$ cat src/rtl/shift_unit_iter_if.sv
// Handshake bus for shift_unit_iter: operand request channel, result channel and busy flag.
interface shift_unit_iter_if #(
  parameter int unsigned WIDTH = 32
);
  localparam int unsigned SHAMT_W = $clog2(WIDTH);

  logic               in_valid;
  logic               in_ready;
  logic [WIDTH-1:0]   in_data;
  logic [SHAMT_W-1:0] in_shamt;
  logic [1:0]         in_op;
  logic               out_valid;
  logic               out_ready;
  logic [WIDTH-1:0]   out_result;
  logic               busy;

  modport master (
    output in_valid, in_data, in_shamt, in_op, out_ready,
    input  in_ready, out_valid, out_result, busy
  );

  modport slave (
    input  in_valid, in_data, in_shamt, in_op, out_ready,
    output in_ready, out_valid, out_result, busy
  );
endinterface

$ cat src/rtl/shift_unit_iter.sv
// Iterative shifter: one binary-weighted stage per clock, largest stage first.
// Optional feature macro: SHIFT_UNIT_ROTATE_EN enables rotate-right for op 11 (otherwise SRL).
module shift_unit_iter #(
  parameter int unsigned WIDTH = 32
) (
  input  logic              clock,
  input  logic              reset,
  shift_unit_iter_if.slave  bus
);
  localparam int unsigned SHAMT_W = $clog2(WIDTH);
  localparam logic [1:0]  OP_SLL  = 2'b00;
  localparam logic [1:0]  OP_SRA  = 2'b10;
`ifdef SHIFT_UNIT_ROTATE_EN
  localparam logic [1:0]  OP_ROR  = 2'b11;
`endif

  typedef enum logic [1:0] {S_IDLE, S_SHIFT, S_DONE} state_e;

  state_e             state_q, state_d;
  logic [WIDTH-1:0]   work_q, work_d;
  logic [SHAMT_W-1:0] shamt_q, shamt_d;
  logic [SHAMT_W-1:0] k_q, k_d;
  logic [1:0]         op_q, op_d;
  logic               sign_q, sign_d;
  logic               out_valid_q, out_valid_d;
  logic               busy_q, busy_d;
  logic [WIDTH-1:0]   step_res;

  // Shift the working value by a constant amount; amt is always an unrolled constant.
  function automatic logic [WIDTH-1:0] stage_shift(input logic [WIDTH-1:0] v,
                                                   input logic [1:0] op,
                                                   input logic sgn,
                                                   input int unsigned amt);
    logic [WIDTH-1:0] ones;
    logic [WIDTH-1:0] res;
    ones = '1;
    case (op)
      OP_SLL:  res = v << amt;
      OP_SRA:  res = (v >> amt) | (sgn ? ~(ones >> amt) : '0);
`ifdef SHIFT_UNIT_ROTATE_EN
      OP_ROR:  res = (v >> amt) | (v << (WIDTH - amt));
`endif
      default: res = v >> amt;
    endcase
    return res;
  endfunction

  // Select the stage result for the current stage counter.
  always_comb begin
    step_res = work_q;
    for (int i = 0; i < SHAMT_W; i++) begin
      if (k_q == SHAMT_W'(i)) step_res = stage_shift(work_q, op_q, sign_q, 1 << i);
    end
  end

  // Next-state and datapath control.
  always_comb begin
    state_d = state_q;
    work_d  = work_q;
    shamt_d = shamt_q;
    k_d     = k_q;
    op_d    = op_q;
    sign_d  = sign_q;
    case (state_q)
      S_IDLE: begin
        if (bus.in_valid) begin
          work_d  = bus.in_data;
          shamt_d = bus.in_shamt;
          op_d    = bus.in_op;
          sign_d  = bus.in_data[WIDTH-1];
          k_d     = SHAMT_W'(SHAMT_W - 1);
          state_d = S_SHIFT;
        end
      end
      S_SHIFT: begin
        if (shamt_q[k_q]) work_d = step_res;
        k_d = k_q - SHAMT_W'(1);
        if (k_q == '0) state_d = S_DONE;
      end
      S_DONE: begin
        if (bus.out_ready) state_d = S_IDLE;
      end
      default: state_d = S_IDLE;
    endcase
    out_valid_d = (state_d == S_DONE);
    busy_d      = (state_d != S_IDLE);
  end

  always_ff @(posedge clock or posedge reset) begin
    if (reset) begin
      state_q     <= S_IDLE;
      work_q      <= '0;
      shamt_q     <= '0;
      k_q         <= '0;
      op_q        <= '0;
      sign_q      <= 1'b0;
      out_valid_q <= 1'b0;
      busy_q      <= 1'b0;
    end else begin
      state_q     <= state_d;
      work_q      <= work_d;
      shamt_q     <= shamt_d;
      k_q         <= k_d;
      op_q        <= op_d;
      sign_q      <= sign_d;
      out_valid_q <= out_valid_d;
      busy_q      <= busy_d;
    end
  end

  // in_ready is masked by reset so it stays low for the whole reset pulse.
  assign bus.in_ready   = (state_q == S_IDLE) && !reset;
  assign bus.out_valid  = out_valid_q;
  assign bus.busy       = busy_q;
  assign bus.out_result = work_q;
endmodule
$ cat src/flat_wrapper.sv
// flat-port wrapper written by rule: the top's interface ports become plain ports
module shift_unit_iter_flat 
#(
  parameter int unsigned WIDTH = 32
)
  (clock, reset, bus_in_valid, bus_in_data, bus_in_shamt, bus_in_op, bus_out_ready, bus_in_ready, bus_out_valid, bus_out_result, bus_busy);
  shift_unit_iter_if #(.WIDTH(WIDTH)) bus_i ();
  input  logic clock;
  input  logic reset;
  input wire logic [$bits(bus_i.in_valid)-1:0] bus_in_valid;
  input wire logic [$bits(bus_i.in_data)-1:0] bus_in_data;
  input wire logic [$bits(bus_i.in_shamt)-1:0] bus_in_shamt;
  input wire logic [$bits(bus_i.in_op)-1:0] bus_in_op;
  input wire logic [$bits(bus_i.out_ready)-1:0] bus_out_ready;
  output wire logic [$bits(bus_i.in_ready)-1:0] bus_in_ready;
  output wire logic [$bits(bus_i.out_valid)-1:0] bus_out_valid;
  output wire logic [$bits(bus_i.out_result)-1:0] bus_out_result;
  output wire logic [$bits(bus_i.busy)-1:0] bus_busy;
  assign bus_i.in_valid = bus_in_valid;
  assign bus_i.in_data = bus_in_data;
  assign bus_i.in_shamt = bus_in_shamt;
  assign bus_i.in_op = bus_in_op;
  assign bus_i.out_ready = bus_out_ready;
  assign bus_in_ready = bus_i.in_ready;
  assign bus_out_valid = bus_i.out_valid;
  assign bus_out_result = bus_i.out_result;
  assign bus_busy = bus_i.busy;
  shift_unit_iter #(.WIDTH(WIDTH)) u_core (.clock(clock), .reset(reset), .bus(bus_i));
endmodule
$ cat config.mk
export PLATFORM = sky130hd
export DESIGN_NAME = shift_unit_iter_flat
export DESIGN_NICKNAME = d
export VERILOG_FILES = /design/src/rtl/shift_unit_iter_if.sv /design/src/rtl/shift_unit_iter.sv /design/src/flat_wrapper.sv
export SDC_FILE = /design/constraint.sdc
export NUM_CORES = 1
export LEC_CHECK = 0
export BUFFER_PORTS_ARGS = -buffer_cell sky130_fd_sc_hd__buf_2
export CORE_ASPECT_RATIO = 0.9
export CORE_MARGIN = 5
export CORE_UTILIZATION = 45
export CTS_CLUSTER_SIZE = 14
export DETAILED_ROUTE_END_ITERATION = 12
export HOLD_SLACK_MARGIN = 0.03
export PLACE_DENSITY = 0.63
export SKIP_CTS_REPAIR_TIMING = 1
export SKIP_LAST_GASP = 1
export SLEW_MARGIN = 20
export SYNTH_ARGS = -nofsm -noshare
export SYNTH_HDL_FRONTEND = slang
export SYNTH_SLANG_ARGS = --single-unit
$ cat constraint.sdc
create_clock -name clock -period 2.59 [get_ports clock]
set_input_delay 0 -clock clock [delete_from_list [all_inputs] [get_ports clock]]
set_output_delay 0 -clock clock [all_outputs]
set_load 0.03 [all_outputs]
==> metrics <==
final worst setup slack=0.107 ns; Die Y-Extent=approximately 100 um; sequential power share=19.5%; Syn Area/Cell=around 8 sq um; DIE AREA=11900 sq um; RSZ-0062 raised after global routing=yes; first-pass iteration count of the detailed router=5; Post-synth ARST share=100%; peak supply drop=~1.0 mV; met1 global-route usage=between 40% and 50%; worst hold margin=-0.00807 ns; initial core utilization=46.0%; ANT cells=0; critical path required time=between 2 and 3 ns; Rows=34; max-slew violations=0; Worst Skew=about 0.014 ns; routing usage on met3=a little over 6%; # port buffers=77; Sw Pwr=~5 mW; Worst path depth=8; vias per std cell=6.81; Final period util=95.9%; vias post-DR=between 5000 and 6000; Hold Crit Class=input port to flop; CP max FO=10; global route total overflow=0; Tot Pwr=between 9 and 10 mW; Final setup viols=0; routability cong.=roughly 0.98; FF-to-FF setup slack=0.11 ns; post-DP HPWL=14000 um; share of layout cells above drive strength 1=between 20% and 30%; CTS Buf Count=5; Critical Path Max Stage Delay=between 0.4 and 0.5 ns; Seq cells post-synth=49; switch share=a little under three fifths; first-pass GRT wire length=approximately 30000 um; reg2reg start=u_core.k_q[1]$_DFFE_PP0P_; Seq/Total Area, Yosys=between 20 and 30%; final WL=~20000 um; reg2reg path depth=8; post-synthesis cell type count=61; Clock Power Share=6.7%; outcome=finished with violations; failing checks=negative hold slack; Critical R2R Capture=u_core.bus.out_result[20]$_DFFE_PP0P_; Clock Tree Buf Depth=2; Routed wire per std cell=about 25 um; final hold violations=1; crit path kind=flop to flop; area leader, netlist=dfrtp_1; Worst Path Arrival=about 2.7 ns; latest clock arrival within the worst-skew pair=roughly 0.32 ns; startpoint types=flop; GRT Resource Usage Total=31.8%; root buf cell=clkbuf_8; H-tree levels=2; Initial DRC Count=just under 700; vias in the first global route=5130; CP Cell Sequence=inv_1 -> ha_1 -> nand2b_1 -> buf_4 -> a211oi_1 -> or4_1 -> nand3_1 -> a31oi_1; TritonCTS clock tree=built; worst setup path end=u_core.bus.out_result[20]$_DFFE_PP0P_; Internal=~4.0 mW; Core ar.=between 9000 and 10000 sq um; PwrDens=1630 nW/um^2; filler instances=just over 900; Logic pwr share=about three quarters; Synthesized Nets=around 610; Synth top area share=between 20% and 30%; Synth area leaders=dfrtp_1 (28%), o21ai_0 (6.0%), a21oi_1 (4.3%); Worst-Margin Slew=approximately 0.94 ns; GR met2 Demand/Resource=46.6%; boundary pin count=just under 80; setup slack after placement=roughly 0.11 ns; Syn Inst Count=between 500 and 600; Crit-path slowest cell=dfrtp_1; yosys warns=0; CP top delay family=simple AND/OR/NAND/NOR gates; nets@finish=between 700 and 800; Tmin final=roughly 2.5 ns; die width=114 um; Area Overhead vs Synth=25.7%; CP bufs+invs=2; crit end category=flop; TritonCTS Sinks=49; Worst-path clk slew=about 0.10 ns; fin cells=approximately 800; Max Cap Viol=0; GRT busiest layer=met2; Worst Setup SP=u_core.k_q[1]$_DFFE_PP0P_; Max-Slew Margin vs Limit=37.0%; Post-synth EDFFs=0; DRC=0; initial antenna violation count=0; ys flop type=dfrtp_1; dpl cells=760; Fmax achieved=slightly above 400 MHz; largest net degree at the start of global routing=between 60 and 70; ANT nets after route=0; leakage power=between 2 and 2.5 nW; Post-Syn Area=approximately 4400 sq um
[registers in the layout, summed over array words and instances (netlist names)]
name,flops
u_core.bus.busy,1
u_core.bus.out_result,32
u_core.bus.out_valid,1
u_core.k_q,5
u_core.op_q,2
u_core.shamt_q,5
u_core.sign_q,1
u_core.state_q,2
[power by group through the flow]
stage	clock network, mW	registers, mW	logic [mW]
2_1_floorplan	0	2.00	3.87
3_3_place_gp	0	1.75	6.45
3_5_place_dp	0	1.76	6.44
4_1_cts	0.615	1.74	6.47
5_1_grt	0.640	1.82	7.10
6_report	0.606	1.77	6.68
[layout make-up]
class                      instances  area (sq um)  area share (%)
clock buffer                       7          86.3            1.55
clock inverter                     1          30.0           0.541
inverter                          11          42.5           0.766
multi-input combinational        446          2910            52.3
sequential                        49          1230            22.1
tap                              126           158            2.84
timing repair buffer             159          1100            19.9
[synth_stat cells, types with 4 or more instances]
library cell  number
o21ai_0           53
dfrtp_1           49
nand2_1           39
a21oi_1           38
nor2_1            38
clkbuf_1          34
a31oi_1           30
buf_2             22
or3b_2            21
nand3_1           18
a211oi_1          17
a22oi_1           17
o22ai_1           17
o211ai_1          12
inv_1             11
mux2i_1           11
nor4_1             9
mux2_2             8
nor3_1             8
o21a_1             8
nor3b_1            7
o221ai_1           7
or4_1              7
a32oi_1            6
nand3b_1           6
ha_1               5
nand4_1            5
a311o_1            4
nor2b_1            4
or2_2              4
[layer usage]
layer,part of all wire [%],wire length (um),vias to the layer above
li1,-,-,2405
met1,42,8190,2579
met2,44,8550,387
met3,10,2050,73
met4,4.1,801,0
met5,0,0,-
[worst min-delay path by stage]
stage | from | endpoint | slack (ns) | cells after the start
2_1_floorplan | bus_out_ready | u_core.bus.out_valid$_DFF_PP0_ | 0.09 | 1
3_3_place_gp | bus_in_shamt[1] | u_core.shamt_q[1]$_DFFE_PP0P_ | 0.23 | 2
3_5_place_dp | bus_in_shamt[1] | u_core.shamt_q[1]$_DFFE_PP0P_ | 0.24 | 2
4_1_cts | bus_in_shamt[1] | u_core.shamt_q[1]$_DFFE_PP0P_ | -0.09 | 2
5_1_grt | bus_in_data[12] | u_core.bus.out_result[12]$_DFFE_PP0P_ | 0.04 | 3
6_report | bus_in_data[27] | u_core.bus.out_result[27]$_DFFE_PP0P_ | -0.008 | 3
[worst register-to-register path, stage by stage, from the launching register on]
cell and delay (ns):
dfrtp_1 0.49, inv_1 0.13, ha_1 0.30, nand2b_1 0.45, buf_4 0.26, a211oi_1 0.05
or4_1 0.45, nand3_1 0.11, a31oi_1 0.11
[cell families (layout without fill, tap and decap cells)]
group | Yosys count | in the layout | synth area share, %
compound gates | 241 | 241 | 35.8
fa+ha+maj | 5 | 5 | 1.42
buf+inv | 70 | 178 | 7.08
flops | 49 | 49 | 27.8
mux | 19 | 19 | 4.53
simple gates | 181 | 181 | 23.4
[cells in the final DEF, fill, tap and decap left out, types with 9 or more instances in the layout]
cell	synthesis	routed
a22oi_1	17	17
a211oi_1	17	17
nor4_1	9	9
inv_1	11	10
buf_2	22	77
o21ai_0	53	53
or3b_2	21	21
nand2_1	39	39
nor2_1	38	38
a31oi_1	30	30
o211ai_1	12	12
mux2i_1	11	10
nand3_1	18	18
buf_4	0	49
dfrtp_1	49	48
o22ai_1	17	17
a21oi_1	38	38
dlygate4sd3_1	0	31
[through the flow]
stage / util, % / cell area, sq um / TNS (ns)
floorplan: - / 4420 / 0
global placement: 53.3 / 5120 / 0
detailed placement: 53.3 / 5120 / 0
CTS: 54.5 / 5240 / 0
global route: 57.8 / 5560 / -0.0173
finish: 57.8 / 5560 / 0
(Power assumes the default switching activity.)
